## config.mk

```make
export PLATFORM = sky130hd
export DESIGN_NAME = pulse_period_meter_flat
export DESIGN_NICKNAME = d
export VERILOG_FILES = /design/src/rtl/freq_pkg.sv /design/src/rtl/pulse_period_meter_if.sv /design/src/rtl/sync_edge_det.sv /design/src/rtl/pulse_period_meter.sv /design/src/flat_wrapper.sv
export SDC_FILE = /design/constraint.sdc
export NUM_CORES = 1
export LEC_CHECK = 0
export CORE_ASPECT_RATIO = 1.75
export CORE_MARGIN = 3
export CORE_UTILIZATION = 55
export DETAILED_ROUTE_END_ITERATION = 7
export PLACE_DENSITY = 0.81
export SKIP_LAST_GASP = 1
export SYNTH_ARGS = -nofsm -noshare
export SYNTH_HDL_FRONTEND = slang
export SYNTH_SLANG_ARGS = --single-unit
```

## constraint.sdc

```tcl
create_clock -name CLK -period 3.31 [get_ports CLK]
set_input_delay 0.662 -clock CLK [delete_from_list [all_inputs] [get_ports CLK]]
set_output_delay 0.662 -clock CLK [all_outputs]
set_load 0.005 [all_outputs]
```

## src/rtl/freq_pkg.sv

```systemverilog
// Shared types and widths for the frequency-counter datapath.
// Downstream sum/period stages take their counter width from CNT_W_DEF.
package freq_pkg;
  localparam int CNT_W_DEF = 24;

  typedef enum logic [1:0] {
    IDLE = 2'd0,
    HIGH = 2'd1,
    LOW  = 2'd2
  } state_e;
endpackage

```

## src/rtl/pulse_period_meter_if.sv

```systemverilog
// Result bundle published by pulse_period_meter to the downstream stages.
import freq_pkg::*;

interface pulse_period_meter_if #(
  parameter int CNT_W = CNT_W_DEF
);
  logic [CNT_W-1:0] on_count;
  logic [CNT_W-1:0] off_count;
  logic [CNT_W:0]   sum;
  logic             valid;
  logic             timeout;
  logic             busy;

  modport master (output on_count, off_count, sum, valid, timeout, busy);
  modport slave  (input  on_count, off_count, sum, valid, timeout, busy);
endinterface

```

## src/rtl/sync_edge_det.sv

```systemverilog
// Multi-flop synchroniser for an asynchronous pin plus a registered edge detector.
// Rise and fall share the same latency, so measured phase lengths are exact.
module sync_edge_det #(
  parameter int SYNC_STAGES = 2
) (
  input  logic clk,
  input  logic rst,
  input  logic d_i,
  output logic s_o,
  output logic rise_o,
  output logic fall_o
);
  logic [SYNC_STAGES-1:0] sync_q;
  logic                   p_q;

  always_ff @(posedge clk) begin
    if (rst) begin
      sync_q <= '0;
      p_q    <= 1'b0;
    end else begin
      sync_q <= {sync_q[SYNC_STAGES-2:0], d_i};
      p_q    <= sync_q[SYNC_STAGES-1];
    end
  end

  assign s_o    = sync_q[SYNC_STAGES-1];
  assign rise_o = s_o & ~p_q;
  assign fall_o = ~s_o & p_q;
endmodule

```

## src/rtl/pulse_period_meter.sv

```systemverilog
// Measures high/low phase lengths of each full IN period in CLK cycles and
// flags inputs that stop toggling so stale results are not displayed.
import freq_pkg::*;

module pulse_period_meter #(
  parameter int          CNT_W       = CNT_W_DEF,
  parameter int          SYNC_STAGES = 2,
  parameter int unsigned TIMEOUT_CYC = 2**24-1
) (
  input  logic                 CLK,
  input  logic                 reset,
  input  logic                 IN,
  pulse_period_meter_if.master res
);
  localparam logic [CNT_W-1:0] TMO = CNT_W'(TIMEOUT_CYC);
  localparam logic [CNT_W-1:0] ONE = CNT_W'(1);

  logic s, rise, fall;

  sync_edge_det #(.SYNC_STAGES(SYNC_STAGES)) u_sync (
    .clk    (CLK),
    .rst    (reset),
    .d_i    (IN),
    .s_o    (s),
    .rise_o (rise),
    .fall_o (fall)
  );

  state_e           state_q, state_d;
  logic [CNT_W-1:0] hi_q, hi_d, lo_q, lo_d;
  logic [CNT_W-1:0] on_q, on_d, off_q, off_d;
  logic [CNT_W:0]   sum_q, sum_d;
  logic             valid_q, valid_d, tmo_q, tmo_d;

  always_ff @(posedge CLK) begin
    if (reset) begin
      state_q <= IDLE;
      hi_q    <= '0;
      lo_q    <= '0;
      on_q    <= '0;
      off_q   <= '0;
      sum_q   <= '0;
      valid_q <= 1'b0;
      tmo_q   <= 1'b1;
    end else begin
      state_q <= state_d;
      hi_q    <= hi_d;
      lo_q    <= lo_d;
      on_q    <= on_d;
      off_q   <= off_d;
      sum_q   <= sum_d;
      valid_q <= valid_d;
      tmo_q   <= tmo_d;
    end
  end

  always_comb begin
    state_d = state_q;
    hi_d    = hi_q;
    lo_d    = lo_q;
    on_d    = on_q;
    off_d   = off_q;
    sum_d   = sum_q;
    valid_d = 1'b0;
    tmo_d   = tmo_q;
    case (state_q)
      IDLE: begin
        // A fall seen here ends a partial high phase we never measured.
        hi_d = '0;
        lo_d = '0;
        if (rise) begin
          state_d = HIGH;
          hi_d    = ONE;
        end
      end
      HIGH: begin
        if (fall) begin
          state_d = LOW;
          lo_d    = ONE;
        end else if (hi_q == TMO) begin
          state_d = IDLE;
          hi_d    = '0;
          lo_d    = '0;
          on_d    = '0;
          off_d   = '0;
          sum_d   = '0;
          tmo_d   = 1'b1;
        end else if (s) begin
          hi_d = hi_q + ONE;
        end
      end
      LOW: begin
        // Rise closes this period and opens the next one in the same cycle.
        if (rise) begin
          state_d = HIGH;
          on_d    = hi_q;
          off_d   = lo_q;
          sum_d   = {1'b0, hi_q} + {1'b0, lo_q};
          valid_d = 1'b1;
          tmo_d   = 1'b0;
          hi_d    = ONE;
          lo_d    = '0;
        end else if (lo_q == TMO) begin
          state_d = IDLE;
          hi_d    = '0;
          lo_d    = '0;
          on_d    = '0;
          off_d   = '0;
          sum_d   = '0;
          tmo_d   = 1'b1;
        end else if (!s) begin
          lo_d = lo_q + ONE;
        end
      end
      default: state_d = IDLE;
    endcase
  end

  assign res.on_count  = on_q;
  assign res.off_count = off_q;
  assign res.sum       = sum_q;
  assign res.valid     = valid_q;
  assign res.timeout   = tmo_q;
  assign res.busy      = (state_q != IDLE);
endmodule

```

## src/flat_wrapper.sv

```systemverilog
// flat-port wrapper written by rule: the top's interface ports become plain ports
module pulse_period_meter_flat 
#(
  parameter int          CNT_W       = CNT_W_DEF,
  parameter int          SYNC_STAGES = 2,
  parameter int unsigned TIMEOUT_CYC = 2**24-1
)
  (CLK, reset, IN, res_on_count, res_off_count, res_sum, res_valid, res_timeout, res_busy);
  pulse_period_meter_if #(.CNT_W(CNT_W)) res_i ();
  input  logic CLK;
  input  logic reset;
  input  logic IN;
  output wire logic [$bits(res_i.on_count)-1:0] res_on_count;
  output wire logic [$bits(res_i.off_count)-1:0] res_off_count;
  output wire logic [$bits(res_i.sum)-1:0] res_sum;
  output wire logic [$bits(res_i.valid)-1:0] res_valid;
  output wire logic [$bits(res_i.timeout)-1:0] res_timeout;
  output wire logic [$bits(res_i.busy)-1:0] res_busy;
  assign res_on_count = res_i.on_count;
  assign res_off_count = res_i.off_count;
  assign res_sum = res_i.sum;
  assign res_valid = res_i.valid;
  assign res_timeout = res_i.timeout;
  assign res_busy = res_i.busy;
  pulse_period_meter #(.CNT_W(CNT_W), .SYNC_STAGES(SYNC_STAGES), .TIMEOUT_CYC(TIMEOUT_CYC)) u_core (.CLK(CLK), .reset(reset), .IN(IN), .res(res_i));
endmodule
```

==> results of run 1 <==
[sequential cells by signal, summed over array words and instances (netlist names), 2 cells and up]
signal	count
u_core.res.off_count	24
u_core.u_sync.sync_q	2
u_core.state_q	2
u_core.hi_q	24
u_core.res.on_count	24
u_core.lo_q	24
u_core.res.sum	25
[kinds of logic (layout without fill, tap and decap cells)]
logic type,count (synthesis),after routing,share of synthesized area
flip-flops,128,128,0.387
adder cells (fa/ha/maj),32,32,0.0616
AO/OA/AOI/OAI,210,210,0.198
multiplexers,4,4,0.00605
AND/OR/NAND/NOR,354,354,0.264
buffers and inverters,56,148,0.0374
XOR/XNOR,35,35,0.0463
[power by group through the flow]
| stage | Combinational [mW] | Sequential [mW] | Clock [mW] |
|---|---|---|---|
| after floorplan | 0.271 | 1.60 | 0 |
| after global placement | 0.375 | 1.60 | 0 |
| after detailed placement | 0.383 | 1.60 | 0 |
| after CTS | 0.383 | 1.57 | 1.90 |
| after global routing | 0.420 | 1.57 | 1.96 |
| final | 0.386 | 1.57 | 1.87 |
[worst min-delay path by stage]
stage                                         from                       end  slack, ps  depth (start not counted)
final                      u_core.res.off_count[2]   u_core.res.off_count[2]        450                          2
after global routing       u_core.res.off_count[2]   u_core.res.off_count[2]        470                          2
after CTS                 u_core.res.off_count[12]  u_core.res.off_count[12]        450                          2
after detailed placement  u_core.res.off_count[12]  u_core.res.off_count[12]        440                          2
after global placement     u_core.u_sync.sync_q[0]   u_core.u_sync.sync_q[1]        430                          1
after floorplan            u_core.u_sync.sync_q[0]   u_core.u_sync.sync_q[1]        410                          1
[per-stage QoR]
| step | cells | area, um^2 | setup WS [ps] |
|---|---|---|---|
| 2_1_floorplan | 819 | 6620 | 786 |
| 3_3_place_gp | 1014 | 7560 | 597 |
| 3_5_place_dp | 1014 | 7560 | 515 |
| 4_1_cts | 1046 | 8150 | 502 |
| 5_1_grt | 1046 | 8150 | 235 |
| 6_report | 1046 | 8150 | 397 |
[layout make-up]
type / instances / area (um^2)
flip-flops and latches: 128 / 2560
clock buffers: 20 / 457
clock inverters: 12 / 134
inverters: 14 / 52.6
fillers: 1004 / 3500
multi-input cells: 635 / 3820
repair buffers: 102 / 956
well taps: 135 / 169
[placed cells by master (no fill, tap or decap), types with 3 or more instances in the layout]
| cell type | count |
|---|---|
| o31ai_1 | 13 |
| nor3_2 | 3 |
| clkinv_4 | 3 |
| inv_1 | 14 |
| and2_1 | 3 |
| nand2_1 | 107 |
| dfxtp_1 | 128 |
| nor2_1 | 73 |
| nand3_2 | 3 |
| nand4_1 | 21 |
| xor2_1 | 21 |
| nor2b_1 | 6 |
| clkdlybuf4s50_1 | 77 |
| clkbuf_16 | 17 |
| o21ai_0 | 46 |
| nand2b_1 | 9 |
| nand3_1 | 76 |
| buf_4 | 24 |
| ha_1 | 31 |
| nor3_1 | 9 |
| or3_1 | 5 |
| nor3b_1 | 4 |
| a21oi_1 | 94 |
| clkinv_2 | 3 |
| o22ai_1 | 3 |
| xnor2_1 | 14 |
| or4_1 | 3 |
| o211ai_1 | 3 |
| mux2i_1 | 4 |
| a211oi_1 | 5 |
| a21o_1 | 13 |
| and3_1 | 13 |
| a211o_1 | 4 |
| a31oi_1 | 4 |
[per-layer routing]
metal | up-vias | part of all wire | global-route usage
li1 | 3092 | - | -
met1 | 3090 | 0.37 | 0.342
met2 | 230 | 0.52 | 0.555
met3 | 78 | 0.043 | 0.0468
met4 | 0 | 0.067 | 0.216
met5 | - | 0 | 0
[critical path, stage by stage, from the launching register on]
cell and delay (ps):
dfxtp_1 480, ha_1 270, inv_1 70, fa_1 380
nand2b_1 190, a21oi_1 200, nor3b_1 130, o21a_1 220
o31ai_1 340, a31oi_1 170, xnor2_1 150, a22o_1 200
==> metrics.csv, run 1 <==
stage;metric;value;unit
routing;Antenna Nets Post-Route;0;
timing;Hold WS;450;ps
pwr;Comb power frac;0.101;
worst_setup_path;Critical Path Sink;u_core.res.sum[20];
synthesis;most instantiated cells after synthesis;dfxtp_1 (128), nand2_1 (107), a21oi_1 (94);
final_layout;share of layout cells above drive strength 1;0.0933;
cts;clock tree buffer depth;2;
grt;first-pass GRT wire length;32400;um
pwr;worst vdd ir;0.000382;V
worst_setup_path;Worst Setup SP;u_core.hi_q[0];
pwr;pwr dens;470;mW/mm^2
cts;htree depth;4;
timing;min Tclk post-route;2910;ps
worst_setup_path;CP Max Fanout;7;
synthesis;Syn Nets;854;
synthesis;yosys warns;0;
pwr;clock network power share;0.490;
cts;CTS tree;built;
grt;Total GRT Usage;0.318;
timing;worst slew pin tran;700;ps
floorplan;Die W;88.9;um
place;post-DP HPWL;15300;um
worst_setup_path;critical path type;reg -> reg;
place;PortBufs;78;
place;GP Congestion;0.999;
cts;Clock Latency Late Sink;410;ps
worst_setup_path;worst reg2reg path depth;11;
floorplan;Initial Util;0.568;
status;status;finished clean;
floorplan;die area;0.0134;mm^2
cts;Post-CTS Hold Buffers;0;
floorplan;IO Count;79;
grt;number of antenna violations at the first check in global routing;0;
cts;clock slew at reported path FFs;60;ps
synthesis;synth top area cells;dfxtp_1 (39%), a21oi_1 (7.1%), nand2_1 (6.1%);
cts;root buffer cell;clkbuf_16;
cts;Num CTS Buffers;17;
routing;DRC viols;0;
worst_setup_path;Req. time, crit path;3610;ps
routing;Via density;6.20;
synthesis;Post-Synthesis Cells;819;
cts;# Post-CTS Setup Buffers;0;
synthesis;Seq cells post-synth;128;
timing;final setup vio count;0;
routing;via count;6490;
synthesis;mean area per synthesized cell;8.08;um^2
timing;final hold vios;0;
synthesis;Synth top area share;0.387;
timing;RSZ-0062 raised after global routing;no;
worst_setup_path;reg2reg end;u_core.res.sum[20];
min_path;worst hold path type;reg -> reg;
grt;GRT Residual Overflow;0;
cts;number of clock sinks;128;
grt;largest net degree at the start of global routing;61;
routing;1st-iter DRT viols;364;
synthesis;commonest register cell after synthesis;dfxtp_1;
cts;post_cts resized;0;
timing;Slew Viols, Final;0;
run;max_cap viols;0;
pwr;net switching power;1.02;mW
worst_setup_path;crit path capture type;flip-flop;
timing;Max transition margin;0.533;
floorplan;CORE AREA;0.0116;mm^2
timing;Final TNS setup;0;ps
synthesis;post-synth cell types;65;
floorplan;Die Height;151;um
synthesis;most common cell in the netlist;dfxtp_1;
worst_setup_path;Startpoint Class;flip-flop;
grt;vias in the first global route;6391;
routing;drt first pass iters;5;
pwr;P_int;2.81;mW
routing;Routed WL per cell;19.5;um
timing;Final Cycle Share;0.880;
timing;maximum clock frequency;0.343;GHz
final_layout;Layout Nets;933;
worst_setup_path;R2R Path Start;u_core.hi_q[0];
synthesis;asr flop ratio synth;0;
synthesis;Syn Std Cell Area;0.00662;mm^2
pwr;Total Power;3.83;mW
pwr;leakage power;3.01;nW
pwr;Reg power frac;0.410;
synthesis;Synth area leader;dfxtp_1;
worst_setup_path;flop2flop setup slack;400;ps
worst_setup_path;Arr. time, crit path;3220;ps
routing;total wire length;20400;um
timing;setup skew after layout;7.32;ps
floorplan;standard-cell row count;52;
final_layout;Area growth syn-to-layout;23.1;%
synthesis;register area share after synthesis;0.387;
synthesis;EDFF count, synth;0;
final_layout;Antenna Cells;0;
pwr;switch share;0.266;
final_layout;Final Core Density;0.700;
(Power assumes the default switching activity.)
==> run 2: changes to the inputs <==
- TNS_END_PERCENT: not set -> 10
==> results of run 2 <==
Final layout, timing and power as in run 1 (identical DEF).
==> run 3: changes to the inputs <==
- CTS_BUF_LIST: not set -> sky130_fd_sc_hd__clkbuf_16
==> metrics.csv, run 3 (synthesized netlist as in run 1, its figures left out) <==
stage;metric;value;unit;change
status;status;finished clean;;
pwr;leakage power;3.01;nW;-0.24%
worst_setup_path;crit path capture type;flip-flop;;
grt;number of antenna violations at the first check in global routing;0;;unchanged
worst_setup_path;Critical Path, Cell by Cell;ha_1, inv_1, fa_1, nand2b_1, a21oi_1, nor3b_1, o21a_1, o31ai_1, a31oi_1, xnor2_1, a22o_1;;
min_path;worst hold path type;reg -> reg;;
pwr;clock network power share;0.484;;-0.006
pwr;worst vdd ir;0.000390;V;+2.1%
floorplan;Die Height;151;um;unchanged
timing;Max transition margin;0.514;;-0.0191
routing;Antenna Nets Post-Route;0;;unchanged
worst_setup_path;R2R Path Start;u_core.hi_q[0];;
timing;final setup vio count;0;;unchanged
final_layout;most frequent cells in the layout;dfxtp_1 (128), nand2_1 (107), a21oi_1 (94), clkdlybuf4s50_1 (77), nand3_1 (76);;
floorplan;die area;0.0134;mm^2;unchanged
cts;root buffer cell;clkbuf_16;;
min_path;Hold Startpoint;u_core.res.sum[4];;
timing;Final TNS setup;0;ps;unchanged
floorplan;Initial Util;0.568;;unchanged
floorplan;IO Count;79;;unchanged
worst_setup_path;Req. time, crit path;3620;ps;about the same
worst_setup_path;critical path type;reg -> reg;;
timing;Slew Viols, Final;0;;unchanged
timing;worst slew pin tran;729;ps;+28.7 ps
floorplan;standard-cell row count;52;;unchanged
pwr;Reg power frac;0.414;;+0.004
cts;# Post-CTS Setup Buffers;0;;unchanged
final_layout;Antenna Cells;0;;unchanged
pwr;net switching power;1.03;mW;+1.2%
worst_setup_path;CP Max Fanout;7;;unchanged
grt;vias in the first global route;6361;;-0.47%
place;GP Congestion;0.999;;unchanged
worst_setup_path;flop2flop setup slack;430;ps;+30 ps
timing;maximum clock frequency;0.347;GHz;+1.2%
timing;Final Cycle Share;0.870;;-0.0102
routing;DRC viols;0;;unchanged
cts;post_cts resized;0;;unchanged
cts;CTS tree;built;;
worst_setup_path;reg2reg end;u_core.res.sum[20];;
routing;Via density;6.23;;+0.37%
cts;clock tree buffer depth;2;;unchanged
run;max_cap viols;0;;unchanged
cts;number of clock sinks;128;;unchanged
cts;htree depth;4;;unchanged
min_path;Worst Hold End;u_core.res.sum[4];;
worst_setup_path;worst reg2reg path depth;11;;unchanged
floorplan;CORE AREA;0.0116;mm^2;unchanged
pwr;Total Power;3.79;mW;-0.97%
final_layout;Layout Nets;933;;unchanged
grt;Total GRT Usage;0.319;;+0.00122
pwr;switch share;0.272;;+0.00594
min_path;hold path depth;2;;unchanged
worst_setup_path;Startpoint Class;flip-flop;;
cts;Clock Latency Late Sink;420;ps;about the same
floorplan;Die W;88.9;um;unchanged
routing;1st-iter DRT viols;433;;+19%
place;PortBufs;78;;unchanged
timing;setup skew after layout;8.15;ps;+0.832 ps
routing;Routed WL per cell;19.6;um;+0.53%
timing;RSZ-0062 raised after global routing;no;;
worst_setup_path;Critical Path Max Stage Delay;470;ps;about the same
cts;clock slew at reported path FFs;60;ps;about the same
grt;GRT Residual Overflow;0;;unchanged
routing;via count;6514;;+0.37%
worst_setup_path;CP max stage cell;dfxtp_1;;
timing;final hold vios;0;;unchanged
cts;Post-CTS Hold Buffers;0;;unchanged
final_layout;max FFs per register;25;;unchanged
worst_setup_path;Arr. time, crit path;3190;ps;-30 ps
pwr;Comb power frac;0.102;;about the same
final_layout;most common cell after layout, fill and taps aside;dfxtp_1;;
final_layout;share of layout cells above drive strength 1;0.0911;;-0.00220
pwr;P_int;2.76;mW;-1.8%
routing;drt first pass iters;5;;unchanged
grt;largest net degree at the start of global routing;61;;unchanged
timing;min Tclk post-route;2880;ps;-33.9 ps
routing;total wire length;20600;um;+0.53%
cts;Num CTS Buffers;17;;unchanged
place;post-DP HPWL;15300;um;unchanged
pwr;pwr dens;467;mW/mm^2;-0.73%
grt;first-pass GRT wire length;32500;um;+0.13%
final_layout;Area growth syn-to-layout;22.8;%;
-- run 3: stage by stage --
step / std cells / hold WS (ps) / area [um^2] / setup WS [ps] / utilization
6_report: 1046 / 449 / 8130 / 431 / 0.698
3_5_place_dp: 1014 / 444 / 7560 / 515 / 0.649
3_3_place_gp: 1014 / 432 / 7560 / 597 / 0.649
4_1_cts: 1046 / 451 / 8130 / 502 / 0.698
2_1_floorplan: 819 / 414 / 6620 / 786 / -
5_1_grt: 1046 / 465 / 8130 / 247 / 0.698
-- run 3: critical path, delay by kind of cell (launching register included) --
family	cells	cell delay, ps
flip-flops	1	470
AND/OR/NAND/NOR	2	310
AO/OA/AOI/OAI	5	1120
adder cells (fa/ha/maj)	2	640
buffers and inverters	1	70
XOR/XNOR	1	150
-- run 3: worst max-delay path by stage --
stage	from	end	slack, ps	cells past startpoint
after floorplan	u_core.lo_q[0]	u_core.res.sum[20]	790	11
after global placement	u_core.hi_q[0]	u_core.res.sum[20]	600	11
after detailed placement	u_core.hi_q[0]	u_core.res.sum[20]	520	11
after CTS	u_core.hi_q[0]	u_core.res.sum[20]	500	11
after global routing	u_core.hi_q[0]	u_core.res.sum[20]	250	11
final	u_core.hi_q[0]	u_core.res.sum[20]	430	11
-- run 3: cell type report --
cell class              count  area (um^2)
clock inverters            15          145
clock buffers              17          425
inverters                  14         52.6
well taps                 135          169
flip-flops and latches    128         2560
repair buffers            102          956
fillers                  1005         3520
multi-input cells         635         3820
-- run 3: per-layer routing --
layer  vias up  share of wire  GRT usage
li1       3090              -          -
met1      3109           0.37      0.342
met2       236           0.52      0.554
met3        79          0.043     0.0501
met4         0          0.070      0.222
met5         -              0          0
-- run 3: power groups by stage --
stage | clock network (mW) | logic, mW | registers [mW]
floorplan | 0 | 0.271 | 1.60
global placement | 0 | 0.375 | 1.60
detailed placement | 0 | 0.383 | 1.60
CTS | 1.85 | 0.383 | 1.57
global route | 1.91 | 0.420 | 1.57
finish | 1.83 | 0.388 | 1.57
